## src/rtl/adc_scan_avg.sv

```systemverilog
// Multi-channel ADC scan sequencer with per-channel settling, discard and averaging.
// Walks the enabled channels low to high. For each channel it waits the settling
// delay, issues DISCARD + 2^os_log2 conversions to the converter driver, and emits
// the truncated mean of the kept samples.
module adc_scan_avg #(
   parameter int unsigned CLK_PER_US  = 50,
   parameter int unsigned NUM_CH      = 16,
   parameter int unsigned DATA_W      = 12,
   parameter int unsigned MAX_OS_LOG2 = 5,
   parameter int unsigned DISCARD     = 1
) (
   input  logic              clk,
   input  logic              rst_n,
   input  logic              start,
   input  logic              abort,
   input  logic              cont,
   input  logic [NUM_CH-1:0] ch_mask,
   input  logic [2:0]        os_log2,
   input  logic [15:0]       dly,
   output logic              drv_start,
   output logic [7:0]        drv_din,
   input  logic [DATA_W-1:0] drv_dout,
   input  logic              drv_done,
   output logic              res_valid,
   output logic [3:0]        res_ch,
   output logic [DATA_W-1:0] res_data,
   output logic              busy,
   output logic              done,
   output logic              scan_wrap
);

   localparam int unsigned AccW  = DATA_W + MAX_OS_LOG2;
   localparam int unsigned CntW  = $clog2(DISCARD + (1 << MAX_OS_LOG2) + 1);
   localparam int unsigned CycW  = $clog2(CLK_PER_US + 1);
   localparam logic [2:0]  OsMax = 3'(MAX_OS_LOG2);

   typedef enum logic [2:0] {StIdle, StSettle, StConv, StWaitc, StNext} state_e;

   state_e            state_q;
   logic [NUM_CH-1:0] mask_q;
   logic [2:0]        os_q;
   logic [15:0]       dly_q;
   logic [3:0]        ch_q;
   logic [CycW-1:0]   cyc_q;
   logic [15:0]       us_q;
   logic [CntW-1:0]   cnt_q;
   logic [AccW-1:0]   acc_q;

   logic              start_found;
   logic [3:0]        start_ch;
   logic [3:0]        lo_ch;
   logic              hi_found;
   logic [3:0]        hi_ch;
   logic [2:0]        os_clamped;
   logic [CntW-1:0]   last_cnt;
   logic [AccW-1:0]   acc_sum;
   logic              settle_end;

   assign busy = (state_q != StIdle);

   // Channel selection: lowest in the incoming mask, lowest and next-higher in the latched one
   always_comb begin
      start_found = 1'b0;
      start_ch    = '0;
      lo_ch       = '0;
      hi_found    = 1'b0;
      hi_ch       = '0;
      // Descending walk so the last hit is the lowest qualifying index
      for (int i = int'(NUM_CH) - 1; i >= 0; i--) begin
         if (ch_mask[i]) begin
            start_found = 1'b1;
            start_ch    = 4'(i);
         end
         if (mask_q[i]) begin
            lo_ch = 4'(i);
         end
         if (mask_q[i] && (i > int'(ch_q))) begin
            hi_found = 1'b1;
            hi_ch    = 4'(i);
         end
      end
   end

   // Datapath helpers: clamp, last-conversion index, running sum, settle terminal count
   always_comb begin
      os_clamped = (os_log2 > OsMax) ? OsMax : os_log2;
      last_cnt   = CntW'(DISCARD) + (CntW'(1) << os_q) - CntW'(1);
      // First kept sample restarts the sum instead of adding to a stale value
      acc_sum    = ((cnt_q == CntW'(DISCARD)) ? '0 : acc_q) + AccW'(drv_dout);
      settle_end = (dly_q == 16'd0) ||
                   ((us_q == dly_q - 16'd1) && (cyc_q == CycW'(CLK_PER_US - 1)));
   end

   // Scan FSM with registered handshake and result outputs
   always_ff @(posedge clk or negedge rst_n) begin
      if (!rst_n) begin
         state_q   <= StIdle;
         mask_q    <= '0;
         os_q      <= '0;
         dly_q     <= '0;
         ch_q      <= '0;
         cyc_q     <= '0;
         us_q      <= '0;
         cnt_q     <= '0;
         acc_q     <= '0;
         drv_start <= 1'b0;
         drv_din   <= '0;
         res_valid <= 1'b0;
         res_ch    <= '0;
         res_data  <= '0;
         done      <= 1'b0;
         scan_wrap <= 1'b0;
      end else begin
         drv_start <= 1'b0;
         res_valid <= 1'b0;
         done      <= 1'b0;
         scan_wrap <= 1'b0;
         if (abort) begin
            // Abort beats everything, including a coincident start
            state_q <= StIdle;
            cnt_q   <= '0;
            cyc_q   <= '0;
            us_q    <= '0;
         end else begin
            case (state_q)
               StIdle: begin
                  if (start) begin
                     mask_q <= ch_mask;
                     os_q   <= os_clamped;
                     dly_q  <= dly;
                     cnt_q  <= '0;
                     cyc_q  <= '0;
                     us_q   <= '0;
                     if (start_found) begin
                        ch_q    <= start_ch;
                        state_q <= StSettle;
                     end else begin
                        done <= 1'b1;
                     end
                  end
               end
               StSettle: begin
                  if (settle_end) begin
                     drv_start <= 1'b1;
                     drv_din   <= {ch_q, 4'b0000};
                     state_q   <= StConv;
                  end else if (cyc_q == CycW'(CLK_PER_US - 1)) begin
                     cyc_q <= '0;
                     us_q  <= us_q + 16'd1;
                  end else begin
                     cyc_q <= cyc_q + CycW'(1);
                  end
               end
               StConv: begin
                  state_q <= StWaitc;
               end
               StWaitc: begin
                  if (drv_done) begin
                     cnt_q <= cnt_q + CntW'(1);
                     if (cnt_q >= CntW'(DISCARD)) begin
                        acc_q <= acc_sum;
                     end
                     if (cnt_q == last_cnt) begin
                        res_valid <= 1'b1;
                        res_ch    <= ch_q;
                        res_data  <= DATA_W'(acc_sum >> os_q);
                        cnt_q     <= '0;
                        if (hi_found) begin
                           state_q <= StNext;
                        end else if (cont) begin
                           scan_wrap <= 1'b1;
                           state_q   <= StNext;
                        end else begin
                           done    <= 1'b1;
                           state_q <= StIdle;
                        end
                     end else begin
                        drv_start <= 1'b1;
                        state_q   <= StConv;
                     end
                  end
               end
               StNext: begin
                  // No higher channel left means a continuous-mode wrap to the lowest
                  ch_q    <= hi_found ? hi_ch : lo_ch;
                  cyc_q   <= '0;
                  us_q    <= '0;
                  state_q <= StSettle;
               end
               default: begin
                  state_q <= StIdle;
               end
            endcase
         end
      end
   end

endmodule

```

## config.mk

```make
export PLATFORM = sky130hd
export DESIGN_NAME = adc_scan_avg
export DESIGN_NICKNAME = d
export VERILOG_FILES = /design/src/rtl/adc_scan_avg.sv
export SDC_FILE = /design/constraint.sdc
export NUM_CORES = 1
export LEC_CHECK = 0
export CAP_MARGIN = 15
export CORE_MARGIN = 1
export CORE_UTILIZATION = 45
export DETAILED_ROUTE_END_ITERATION = 8
export DONT_BUFFER_PORTS = 1
export SYNTH_ARGS = -nofsm -noshare
export SYNTH_HDL_FRONTEND = slang
export SYNTH_SLANG_ARGS = --single-unit
```

## constraint.sdc

```tcl
create_clock -name clk -period 8.1 [get_ports clk]
set_input_delay 2.43 -clock clk [delete_from_list [all_inputs] [get_ports clk]]
set_output_delay 2.43 -clock clk [all_outputs]
set_load 0.005 [all_outputs]
```

Yosys cells after proc, flatten, opt, wreduce, memory -nomap -nowiden

Cells that the tools add are included.

Register bits after elaboration: 111
Word-level logic and storage cells: 221
Output and inout port bits: 29

Multiplexer cells: 130
$lt $le $gt $ge: 17
Eq/ne operators: 16
Reductions and logical operators: 32
$add $sub $neg: 7
Shift operators: 2
Bitwise operators: 1

Operators with widths:

| cell                                                          | count |
|---|---|
| two-way mux 4 bit                                             | 50 |
| two-way mux 16 bit                                            | 4 |
| two-way mux 1 bit                                             | 52 |
| case mux 16 bit (3 select lines)                              | 1 |
| two-way mux 6 bit                                             | 7 |
| greater-than comparator 4 bit (first input constant)          | 8 |
| two-way mux 3 bit                                             | 9 |
| AND reduction 4 bit                                           | 5 |
| inequality test 3 bit (second input constant)                 | 6 |
| case mux 6 bit (3 select lines)                               | 1 |
| adder 17 x 12 -> 17 bit                                       | 1 |
| two-way mux 17 bit                                            | 1 |
| right shift 17 x 3 -> 12 bit                                  | 1 |
| adder 16 x 1 -> 16 bit (second input constant)                | 1 |
| == test 16 bit                                                | 1 |
| greater-than comparator 3 x 4 -> 1 bit (first input constant) | 4 |
| logical AND 1 bit                                             | 16 |
| zero test 16 bit                                              | 1 |
| subtractor 16 x 1 -> 16 bit (second input constant)           | 1 |
| case mux 3 bit (5 select lines)                               | 1 |
| adder 6 x 1 -> 6 bit (second input constant)                  | 2 |
| case mux 6 bit (2 select lines)                               | 1 |
| AND reduction 3 bit                                           | 4 |
| greater-than comparator 2 x 4 -> 1 bit (first input constant) | 2 |
| other kinds (21)                                              | 25 |

Logic depth before layout (Yosys ltp)

Word-level depth: 22
Gate-level depth with buffers: 18
Mapped depth without buffers: 15

Worst setup path after synthesis

OpenSTA, ideal clock, no wires.

Kind: input to register
Start point: input port drv_dout[0]
End point: register res_data[10]
Library setup time: 0.077 ns
Data arrival time: 4.911 ns
Slack: 3.112 ns
Stages: 11
Buffers on the path: 0
Data required time: 8.023 ns
Cell sequence: ha_1 > inv_1 > fa_1 > nor2b_1 > o21ai_0 > and3_1 > a211oi_2 > o2111ai_1 > xor2_1 > o32a_1 > a21oi_1

Word-level cells in the longest chain between the ends: 2

Ends and longest elaborated chain:

| element                      | RTL line | text |
|---|---|---|
| from (decl)                  | 22       | `input logic [DATA_W-1:0] drv_dout,` |
| adder 17 x 12 -> 17 bit      | 89       | `acc_sum = ((cnt_q == CntW'(DISCARD)) ? '0 : acc_q) + AccW'(drv_dout);` |
| right shift 17 x 3 -> 12 bit | 166      | `res_data <= DATA_W'(acc_sum >> os_q);` |
| to (signal assigned)         | 166      |  |
| to (decl)                    | 26       | `output logic [DATA_W-1:0] res_data,` |

No other way between the ends.
A chain may end at the register's enable or synchronous reset.

Worst setup path in the final report

Start point: input port drv_dout[0]
End point: register res_data[9]

The elaborated chain is that of the path after synthesis.

==> metrics.cfg <==
[pwr]
power.density_nw_per_um2 = 179
irDropWorstVdd_v = 0.000100
clkPwrFrac_pct = 32.2
p_int_mw = 0.981
switching_share_pct = 32.5
seqPwrFrac_pct = 46.9
comb_power_share_pct = 20.9
p_sw_mw = 0.473
power_leakage_nw = 3.34

[synthesis]
synth_largest_area_cell = dfrtp_1
post_synth_inst_count = 894
synth_flop_cell = dfrtp_1
seq_area_frac_synth_pct = 36.1
async_flop_share_pct = 100
avgSynthCellArea_um2 = 8.61
netlist_area_um2 = 7700
ys_types = 81
synthTopCellsByArea = dfrtp_1 36%, mux2_2 6.1%, nand2_1 4.0%
yosysTopAreaCellShare_pct = 36.1
yosysWarningCount = 0
synth_seq_cells = 111
synth_edf_count = 0

[global_route]
grt_start_max_net_pins = 112
grt_antenna_before_repair = 0
gr-usage-all-layers_pct = 23.2
grt_pass1_wl_um = 33300
grt_pass1_vias = 6547
overflow = 0

[clocking]
clk_path_buf_depth = 2
hold_buffers = 0
post_cts_buffers = 0
cts_sinks = 111
clock-root-buffer = clkbuf_16
clk_pin_slew_ns = 0.08
cts_buffers = 9
cts_max_level = 3
cts_resized = 0
clock_latency_ns = 0.36
cts_tree = yes

[sta]
layout_min_cycle_time_ns = 5.11
setup_viol_count_final = 0
setup_slack_ns = 2.99
fin_tns_setup_ns = 0
maxSlewHeadroom_pct = 23.2
fmax_mhz = 196
skew_ns = 0.00913
hold_viol = 0
post-route-period-util_pct = 63.1
rsz0062_at_grt = false
slew_viol_final = 0
worstMarginPinSlew_ns = 1.15

[routing]
drtPass1Iterations = 6
drt_iter0_drc = 617
ant_nets = 0
drt_wl_total_um = 20200
vias = 6870
wl_per_cell_um = 18.5
viasPerCell = 6.31
drc = 0

[floorplan]
die_h_um = 133
num_rows = 47
die-area_um2 = 17600
io_pins = 82
start_util_pct = 46.3
core_um2 = 16600
fp.dieW_um = 133

[placement]
io_buffers = 0
place_inst = 1072
dp_slack_ns = 2.70
hpwl_um = 14700
gp_congestion = 0.906

[cells_and_area]
syn_to_final_growth_pct = 5.35
antenna_cells = 0
final_cells = 1088
drive_gt1_share_pct = 8.41
layout_commonest_cell = dfrtp_1
layout.nets = 936
final_cell_mix = 111 x dfrtp_1, 83 x nand2_1, 65 x nor2_1
final_util_pct = 48.7

[critical_path]
crit_fanout = 10
cp.required_ns = 8.33
critical_path_class = in2reg
reg2reg_depth = 12
end_kind = flop
start_kind = input port
cp.arrival_ns = 5.34

[status]
status = completed

[min_path]
worst_hold_path_type = reg2reg
min_path_cells = 2

[job]
drv_cap = 0

## kinds of logic (layout without fill, tap and decap cells)
family	Yosys count	after routing	synth area share [%]
other	1	4	0.0487
adder cells (fa/ha/maj)	20	20	3.35
AND/OR/NAND/NOR	341	341	22.9
multiplexers	56	56	7.96
buffers and inverters	76	47	4.05
XOR/XNOR	30	30	3.41
flip-flops	111	111	36.1
AO/OA/AOI/OAI	259	259	22.2
## synthesized netlist by cell type, types with 3 or more instances
| master | number |
|---|---|
| a31oi_1 | 12 |
| clkbuf_1 | 35 |
| nand2b_1 | 16 |
| nor3_1 | 19 |
| o2bb2ai_1 | 3 |
| o41ai_1 | 3 |
| nand2_1 | 83 |
| nor4_1 | 16 |
| and2_1 | 18 |
| o221ai_1 | 4 |
| or4_1 | 11 |
| dfrtp_1 | 111 |
| o211ai_1 | 9 |
| a21o_1 | 10 |
| o22ai_1 | 6 |
| mux2i_1 | 14 |
| o21ai_0 | 61 |
| buf_1 | 4 |
| a21oi_1 | 59 |
| nor2b_1 | 16 |
| nand3b_1 | 5 |
| nand4_1 | 12 |
| a22oi_1 | 6 |
| clkinv_1 | 3 |
| o31ai_1 | 15 |
| buf_4 | 4 |
| o2111ai_1 | 6 |
| inv_1 | 26 |
| buf_2 | 3 |
| nand3_1 | 37 |
| o21a_1 | 6 |
| a2111oi_0 | 3 |
| and3_1 | 11 |
| a211oi_1 | 17 |
| nor2_1 | 65 |
| mux2_2 | 42 |
| xnor2_1 | 21 |
| o21bai_1 | 6 |
| xor2_1 | 9 |
| and2_0 | 3 |
| or3_1 | 12 |
| ha_1 | 19 |
## registers in the layout, summed over array words and instances (netlist names)
signal,cells
acc_q,17
ch_q,4
cnt_q,6
cyc_q,6
dly_q,16
done,1
drv_din,4
drv_start,1
mask_q,16
os_q,3
res_ch,4
res_data,12
res_valid,1
scan_wrap,1
state_q,3
us_q,16
## critical path: stages
cell and delay (ns):
ha_1 0.17, inv_1 0.06, fa_1 0.40, nor2b_1 0.20
o21ai_0 0.19, and3_1 0.27, a211oi_2 0.56, o2111ai_1 0.34
mux2i_1 0.20, a2111oi_0 0.42, a211oi_1 0.08
## per-stage QoR
| step | hold slack, ns | area (um2) | power [mW] |
|---|---|---|---|
| final | 0.484 | 8110 | 1.45 |
| after global routing | 0.511 | 8110 | 1.52 |
| after CTS | 0.490 | 8110 | 1.45 |
| after detailed placement | 0.471 | 7800 | 0.988 |
| after global placement | 0.462 | 7800 | 0.979 |
| after floorplan | 0.442 | 7710 | 0.912 |
## power groups by stage
stage | logic, mW | registers, mW | clock network [mW]
final | 0.304 | 0.681 | 0.468
after global routing | 0.338 | 0.690 | 0.496
after CTS | 0.302 | 0.678 | 0.474
after detailed placement | 0.299 | 0.689 | 0
after global placement | 0.291 | 0.688 | 0
after floorplan | 0.270 | 0.642 | 0
## area by class of cell
type | count | area (um2)
Multi-Input combinational cell | 710 | 4630
Sequential cell | 111 | 2780
Clock inverter | 6 | 68.8
Inverter | 29 | 109
Clock buffer | 10 | 239
Tap cell | 220 | 275
Fill cell | 1592 | 8530
Timing Repair Buffer | 2 | 15.0
## per-layer routing
layer	global-route usage, %	part of all wire, %
met3	3.98	5.5
met4	9.20	2.6
met1	30.1	44
met5	0	0
met2	38.3	48
## path summary, 6_finish.rpt
| kind | startpoint | end | slack [ns] |
|---|---|---|---|
| setup / recovery | drv_dout[0] | res_data[9] | 2.99 |
| hold / removal | acc_q[9] | acc_q[9] | 0.48 |
| setup reg to reg | cnt_q[2] | res_data[10] | 3.07 |
| hold reg to reg | acc_q[9] | acc_q[9] | 0.48 |
| max in group asynchronous | rst_n | acc_q[8] | 6.09 |
| min in group asynchronous | rst_n | res_data[4] | 1.76 |
No activity file was read; power rests on OpenSTA's default activity.
